<file path="src/rtl/parity_stream_if.sv">
// Stream bundle for parity_stream_pipe: the input beat (with its parity and check
// enable), the registered output beat, and both ready signals.
interface parity_stream_if #(
    parameter int DATA_W = 8
);
    // A beat transfers on a rising clock edge where valid && ready. Once valid is
    // raised, the producer holds valid and the payload stable until that edge.
    // A producer never waits for ready before raising valid.
    logic              in_valid;
    logic              in_ready;
    logic [DATA_W-1:0] in_data;
    logic              in_parity;
    logic              chk_en;
    logic              out_valid;
    logic              out_ready;
    logic [DATA_W-1:0] out_data;
    logic              out_parity;
    logic              out_err;

    modport slave (
        input  in_valid, in_data, in_parity, chk_en, out_ready,
        output in_ready, out_valid, out_data, out_parity, out_err
    );

    modport master (
        output in_valid, in_data, in_parity, chk_en, out_ready,
        input  in_ready, out_valid, out_data, out_parity, out_err
    );
endinterface

</file>
<file path="src/rtl/parity_stream_pipe.sv">
// One-stage registered parity generator/checker on a valid/ready stream.
// Define PARITY_ERR_CNT_EN to add the saturating err_cnt output.
module parity_stream_pipe #(
    parameter int DATA_W = 8,
    parameter bit ODD    = 1'b0,
    parameter int CNT_W  = 8
) (
    input  logic                 clk,
    input  logic                 rst_n,
    parity_stream_if.slave       strm,
    input  logic                 err_clr,
    output logic                 err_sticky
`ifdef PARITY_ERR_CNT_EN
    ,
    output logic [CNT_W-1:0]     err_cnt
`endif
);
    typedef logic [CNT_W-1:0] cnt_t;

    logic              out_valid_q, out_valid_d;
    logic [DATA_W-1:0] out_data_q, out_data_d;
    logic              out_parity_q, out_parity_d;
    logic              out_err_q, out_err_d;
    logic              err_sticky_q, err_sticky_d;
    logic              in_ready_w;
    logic              accept_w;
    logic              par_w;
    logic              bad_beat_w;

    assign in_ready_w = !out_valid_q || strm.out_ready;
    assign accept_w   = strm.in_valid && in_ready_w;
    assign par_w      = ODD ? ~(^strm.in_data) : ^strm.in_data;
    // chk_en travels with the beat, so a mismatch only counts on an accepted beat.
    assign bad_beat_w = accept_w && strm.chk_en && (par_w != strm.in_parity);

    always_comb begin
        out_valid_d  = out_valid_q;
        out_data_d   = out_data_q;
        out_parity_d = out_parity_q;
        out_err_d    = out_err_q;
        if (accept_w) begin
            out_valid_d  = 1'b1;
            out_data_d   = strm.in_data;
            out_parity_d = par_w;
            out_err_d    = strm.chk_en && (par_w != strm.in_parity);
        end else if (strm.out_ready) begin
            out_valid_d = 1'b0;
        end
    end

    always_comb begin
        err_sticky_d = err_sticky_q;
        if (bad_beat_w) begin
            err_sticky_d = 1'b1;
        end else if (err_clr) begin
            err_sticky_d = 1'b0;
        end
    end

    always_ff @(posedge clk or negedge rst_n) begin
        if (!rst_n) begin
            out_valid_q  <= 1'b0;
            out_data_q   <= '0;
            out_parity_q <= 1'b0;
            out_err_q    <= 1'b0;
            err_sticky_q <= 1'b0;
        end else begin
            out_valid_q  <= out_valid_d;
            out_data_q   <= out_data_d;
            out_parity_q <= out_parity_d;
            out_err_q    <= out_err_d;
            err_sticky_q <= err_sticky_d;
        end
    end

`ifdef PARITY_ERR_CNT_EN
    cnt_t err_cnt_q, err_cnt_d;

    // A clear on the same edge as a bad beat restarts the count at one.
    always_comb begin
        err_cnt_d = err_cnt_q;
        if (err_clr) begin
            err_cnt_d = bad_beat_w ? cnt_t'(1) : '0;
        end else if (bad_beat_w && (err_cnt_q != '1)) begin
            err_cnt_d = err_cnt_q + cnt_t'(1);
        end
    end

    always_ff @(posedge clk or negedge rst_n) begin
        if (!rst_n) begin
            err_cnt_q <= '0;
        end else begin
            err_cnt_q <= err_cnt_d;
        end
    end

    assign err_cnt = err_cnt_q;
`endif

    assign strm.in_ready   = in_ready_w;
    assign strm.out_valid  = out_valid_q;
    assign strm.out_data   = out_data_q;
    assign strm.out_parity = out_parity_q;
    assign strm.out_err    = out_err_q;
    assign err_sticky      = err_sticky_q;
endmodule

</file>
<file path="src/flat_wrapper.sv">
// flat-port wrapper written by rule: the top's interface ports become plain ports
module parity_stream_pipe_flat 
#(
    parameter int DATA_W = 8,
    parameter bit ODD    = 1'b0,
    parameter int CNT_W  = 8
)
  (clk, rst_n, err_clr, err_sticky, strm_in_valid, strm_in_data, strm_in_parity, strm_chk_en, strm_out_ready, strm_in_ready, strm_out_valid, strm_out_data, strm_out_parity, strm_out_err);
  parity_stream_if #(.DATA_W(DATA_W)) strm_i ();
  input  logic clk;
  input  logic rst_n;
  input  logic err_clr;
  output logic err_sticky;
  input wire logic [$bits(strm_i.in_valid)-1:0] strm_in_valid;
  input wire logic [$bits(strm_i.in_data)-1:0] strm_in_data;
  input wire logic [$bits(strm_i.in_parity)-1:0] strm_in_parity;
  input wire logic [$bits(strm_i.chk_en)-1:0] strm_chk_en;
  input wire logic [$bits(strm_i.out_ready)-1:0] strm_out_ready;
  output wire logic [$bits(strm_i.in_ready)-1:0] strm_in_ready;
  output wire logic [$bits(strm_i.out_valid)-1:0] strm_out_valid;
  output wire logic [$bits(strm_i.out_data)-1:0] strm_out_data;
  output wire logic [$bits(strm_i.out_parity)-1:0] strm_out_parity;
  output wire logic [$bits(strm_i.out_err)-1:0] strm_out_err;
  assign strm_i.in_valid = strm_in_valid;
  assign strm_i.in_data = strm_in_data;
  assign strm_i.in_parity = strm_in_parity;
  assign strm_i.chk_en = strm_chk_en;
  assign strm_i.out_ready = strm_out_ready;
  assign strm_in_ready = strm_i.in_ready;
  assign strm_out_valid = strm_i.out_valid;
  assign strm_out_data = strm_i.out_data;
  assign strm_out_parity = strm_i.out_parity;
  assign strm_out_err = strm_i.out_err;
  parity_stream_pipe #(.DATA_W(DATA_W), .ODD(ODD), .CNT_W(CNT_W)) u_core (.clk(clk), .rst_n(rst_n), .strm(strm_i), .err_clr(err_clr), .err_sticky(err_sticky));
endmodule
</file>
<file path="config.mk">
export PLATFORM = sky130hd
export DESIGN_NAME = parity_stream_pipe_flat
export DESIGN_NICKNAME = d
export VERILOG_FILES = /design/src/rtl/parity_stream_if.sv /design/src/rtl/parity_stream_pipe.sv /design/src/flat_wrapper.sv
export SDC_FILE = /design/constraint.sdc
export NUM_CORES = 1
export LEC_CHECK = 0
export BUFFER_PORTS_ARGS = -buffer_cell sky130_fd_sc_hd__buf_2
export CAP_MARGIN = 20
export CORE_AREA = 2 2 39 41
export DETAILED_ROUTE_END_ITERATION = 10
export DIE_AREA = 0 0 41 43
export PLACE_DENSITY = 0.72
export SYNTH_ARGS = -nofsm -noshare
export SYNTH_HDL_FRONTEND = slang
export SYNTH_SLANG_ARGS = --single-unit
export TNS_END_PERCENT = 10
</file>
<file path="constraint.sdc">
create_clock -name clk -period 1.7 [get_ports clk]
set_input_delay 0.085 -clock clk [delete_from_list [all_inputs] [get_ports clk]]
set_output_delay 0.085 -clock clk [all_outputs]
set_load 0.01 [all_outputs]
</file>
* Word-level counts from Yosys, hierarchy flattened
Index checks and enable logic that the tools add are counted.
Word-level totals: output and inout bits 13, bits of input ports 15, bits in registers 12
Cells by class: equal/unequal tests 1, muxes and demuxes 4, reduce and logical (&&, ||, !) cells 9
Operator list (number):
- $reduce_xor 8->1 | 1
- $logic_and 1x1->1 | 4
- $mux 1 | 4
- $reduce_bool 2->1 | 2
- $logic_not 1->1 | 1
- $logic_or 1x1->1 | 1
- $ne 1x1->1 | 1

* Longest topological paths before layout
word-level depth 6, depth in mapped cells 5

* Worst setup path after synthesis
No wires, ideal clock.
path type reg2reg, from reg u_core.out_valid_q, in the netlist u_core.strm.out_valid, to reg u_core.out_data_q[0], in the netlist u_core.strm.out_data[0], arrival time 1.163 ns, setup time 0.125 ns, buffers on the path 1, path slack 0.413 ns, period minus slack after synthesis 1.287 ns, stages on the path, launching flop included 5, required time 1.575 ns, path through dfrtp_1 -> nand2b_1 -> nand2_1 -> buf_2 -> mux2_2
On the way: word-level cells in the longest chain between the ends 3
RTL lines:
- start: declaration | line parity_stream_pipe.sv:20 | logic out_valid_q, out_valid_d;
- start signal: assignment | line parity_stream_pipe.sv:68 | out_valid_q <= out_valid_d;
- $logic_not 1->1 | line parity_stream_pipe.sv:30 | assign in_ready_w = !out_valid_q || strm.out_ready;
- $logic_or 1x1->1 | line parity_stream_pipe.sv:30
- via strm_in_ready | line flat_wrapper.sv:19 | output wire logic [$bits(strm_i.in_ready)-1:0] strm_in_ready;
- $logic_and 1x1->1 | line parity_stream_pipe.sv:31 | assign accept_w = strm.in_valid && in_ready_w;
- end signal: assignment | line parity_stream_pipe.sv:69 | out_data_q <= out_data_d;
- end: declaration | line parity_stream_pipe.sv:21 | logic [DATA_W-1:0] out_data_q, out_data_d;
The timed path passes the listed nets, and every way through them passes these cells. A chain may end at the register's enable or synchronous reset.

* Worst setup path in the final report
from reg u_core.out_valid_q, in the netlist u_core.strm.out_valid, to reg u_core.out_data_q[3], in the netlist u_core.strm.out_data[3]
On the way: word-level cells in the longest chain between the ends 3
RTL lines (line):
- $logic_not 1->1 | parity_stream_pipe.sv:30
- $logic_or 1x1->1 | parity_stream_pipe.sv:30
- $logic_and 1x1->1 | parity_stream_pipe.sv:31
Every way passes these cells.

==> qor.yml <==
run_status:
  status: "completed"
worst_setup_path:
  crit_chain: "nand2b_1 -> nand2_1 -> mux2_2"
  arrival_ps: 1440
  slowest_stage: "mux2_2"
  max_stage_delay_ps: 390
  cp-end-kind: "flip-flop"
  cp_top_family: "simple AND/OR/NAND/NOR gates"
  path_depth: 3
  start_kind: "flip-flop"
  crit_type: "reg -> reg"
  worst-path-buf-inv: 0
  worstRegToRegCells: 3
  crit_fanout: 11
  worstPathRequired_ps: 1850
floorplanning:
  die_area_um2: 1760
  fp.dieH_um: 43
  die_w_um: 41
  core_um2: 1380
  num_io_pins: 28
  rows: 14
  initial_core_util: 0.382
cells_and_area:
  drive_gt1_frac: 0.551
  antenna_cells: 0
  syn2layout_area_growth_pct: 34.6
  multi_input_area_um2: 219
  final_nets: 86
  register_area_um2: 300
  fill_cells: 130
yosys:
  yosys.area.top_type: "dfrtp_1"
  synth_area_um2: 528
  synth_edf_count: 0
  synth_nets: 54
  synth-seq-area-share: 0.569
  ys_ff_latch: 12
  synth_common_cells: "dfrtp_1, mux2_2, xnor2_1, nand2_1, nand2b_1"
  synth_top_cell_area_share: 0.569
  ys_warn_count: 0
  synth_area_leaders: "dfrtp_1, mux2_2, xnor2_1"
  synthesis.instances: 39
  synth-main-ff-cell: "dfrtp_1"
  syn_area_per_cell_um2: 13.5
  yosysMostFrequentCell: "dfrtp_1"
  async_flop_share: 1.00
  synth_cell_type_count: 12
sta:
  fmax_mhz: 778
  setup_tns_ps: 0
  fin_crit_ps: 1290
  setup-violations-final: 0
  hold_viol: 0
  slew_violations: 0
  fin_skew_ps: 1.93
  holdWs_ps: 7.97
  tightest_slew_ps: 413
  fin_crit_sh: 0.756
  rsz0062_at_grt: "false"
  relSlewSlack: 0.724
global_routing:
  grt_pass1_vias: 367
  grt_max_degree: 13
  grt_pass1_wl_um: 1480
  antenna_found_initial: 0
  overflow: 0
  gr-usage-all-layers: 0.131
detailed_routing:
  ant_nets: 0
  wirelength_um: 992
  drt_iter0_markers: 2
  dr.pass1.iters: 2
  vias: 393
  wl_per_cell_um: 11.7
  vias_per_cell: 4.62
  drcViolationCount: 0
hold_path:
  hold_class: "in -> reg"
  min_path_cells: 2
power:
  p_per_area_nw_per_um2: 1030
  vdd_ir_drop_max_v: 0.000438
  power.static_leakage_nw: 0.351
  finalPower_uw: 732
clock_tree:
  cts.clk_slew.worst_paths_ps: 70
  h-tree-depth: 1
  cts_resized: 0
  cts_sinks: 12
  clk_path_buf_depth: 2
  clkLatencyLatePin_ps: 260
  root_buffer: "clkbuf_4"
  cts_buffers: 3
  tritoncts: "built"
flow_run:
  max_cap_violations: 0
placement:
  gp_congestion: 0.716
  hpwl_um: 783
  io_buffers: 27
[final cells by class]
cell class,count,share of cell area
tap,16,0.0282
clock buffer,3,0.0317
sequential,12,0.423
timing repair buffer,28,0.204
multi-input combinational,25,0.308
inverter,1,0.00528
[stage by stage]
stage,area [µm²],worst slack (ps),util,cells
after floorplan,528,413,-,39
after global placement,678,448,0.490,81
after detailed placement,678,404,0.490,81
after CTS,711,400,0.514,85
after global routing,711,283,0.514,85
final,711,414,0.514,85
[layout by cell type, fill, tap and decap left out]
master,instances
o21ai_1,1
o22ai_1,1
nand3_1,1
mux2_2,8
xnor3_1,1
buf_2,27
xnor2_1,7
o21ai_0,1
dlygate4sd3_1,1
clkbuf_4,3
nand2b_1,2
dfrtp_1,12
nand2_1,3
inv_1,1
[cell families after synthesis]
family | count (synthesis) | synth area share
muxes | 8 | 0.171
buffers and inverters | 2 | 0.0166
and+or+nand+nor | 6 | 0.0545
xor gates and xnor gates | 8 | 0.159
AOI/OAI and AO/OA | 3 | 0.0308
DFF | 12 | 0.569
[layer usage]
metal / vias up / track usage / wire length [µm]
met4: 0 / 0.100 / 23
li1: 194 / - / -
met3: 4 / 0.0314 / 80
met2: 18 / 0.203 / 491
met5: - / 0 / 0
met1: 177 / 0.145 / 396
[power by group]
part	leakage (nW)	switching [mW]	internal, mW
Clock	0.0138	0.0840	0.0818
Sequential	0.143	0.0221	0.333
Combinational	0.194	0.0984	0.112
[worst paths after layout]
path / from / slack (ps) / endpoint
worst min register to register: u_core.strm.out_parity / 490 / u_core.strm.out_parity
min in group asynchronous: rst_n / 220 / u_core.strm.out_data[3]
worst max register to register: u_core.strm.out_valid / 410 / u_core.strm.out_data[3]
max in group asynchronous: rst_n / 1270 / u_core.strm.out_data[6]
worst max-delay path: u_core.strm.out_valid / 410 / u_core.strm.out_data[3]
worst min-delay path: err_clr / 8 / u_core.err_sticky
[state kept, by name, summed over array words and instances, names as in the netlist]
signal	cells
u_core.strm.out_data	8
u_core.err_sticky	1
u_core.strm.out_err	1
u_core.strm.out_parity	1
u_core.strm.out_valid	1
[worst register-to-register path, cell delays in order (launching register included)]
cell and delay, ps:
dfrtp_1 350, nand2b_1 100, nand2_1 340, mux2_2 390
[what timing repair did]
action                                 CTS  global route
endpoints found under the hold margin   12             0
hold buffers                             1             0
setup buffers                            0             0
Note: power is estimated with default switching activity, not from simulation.
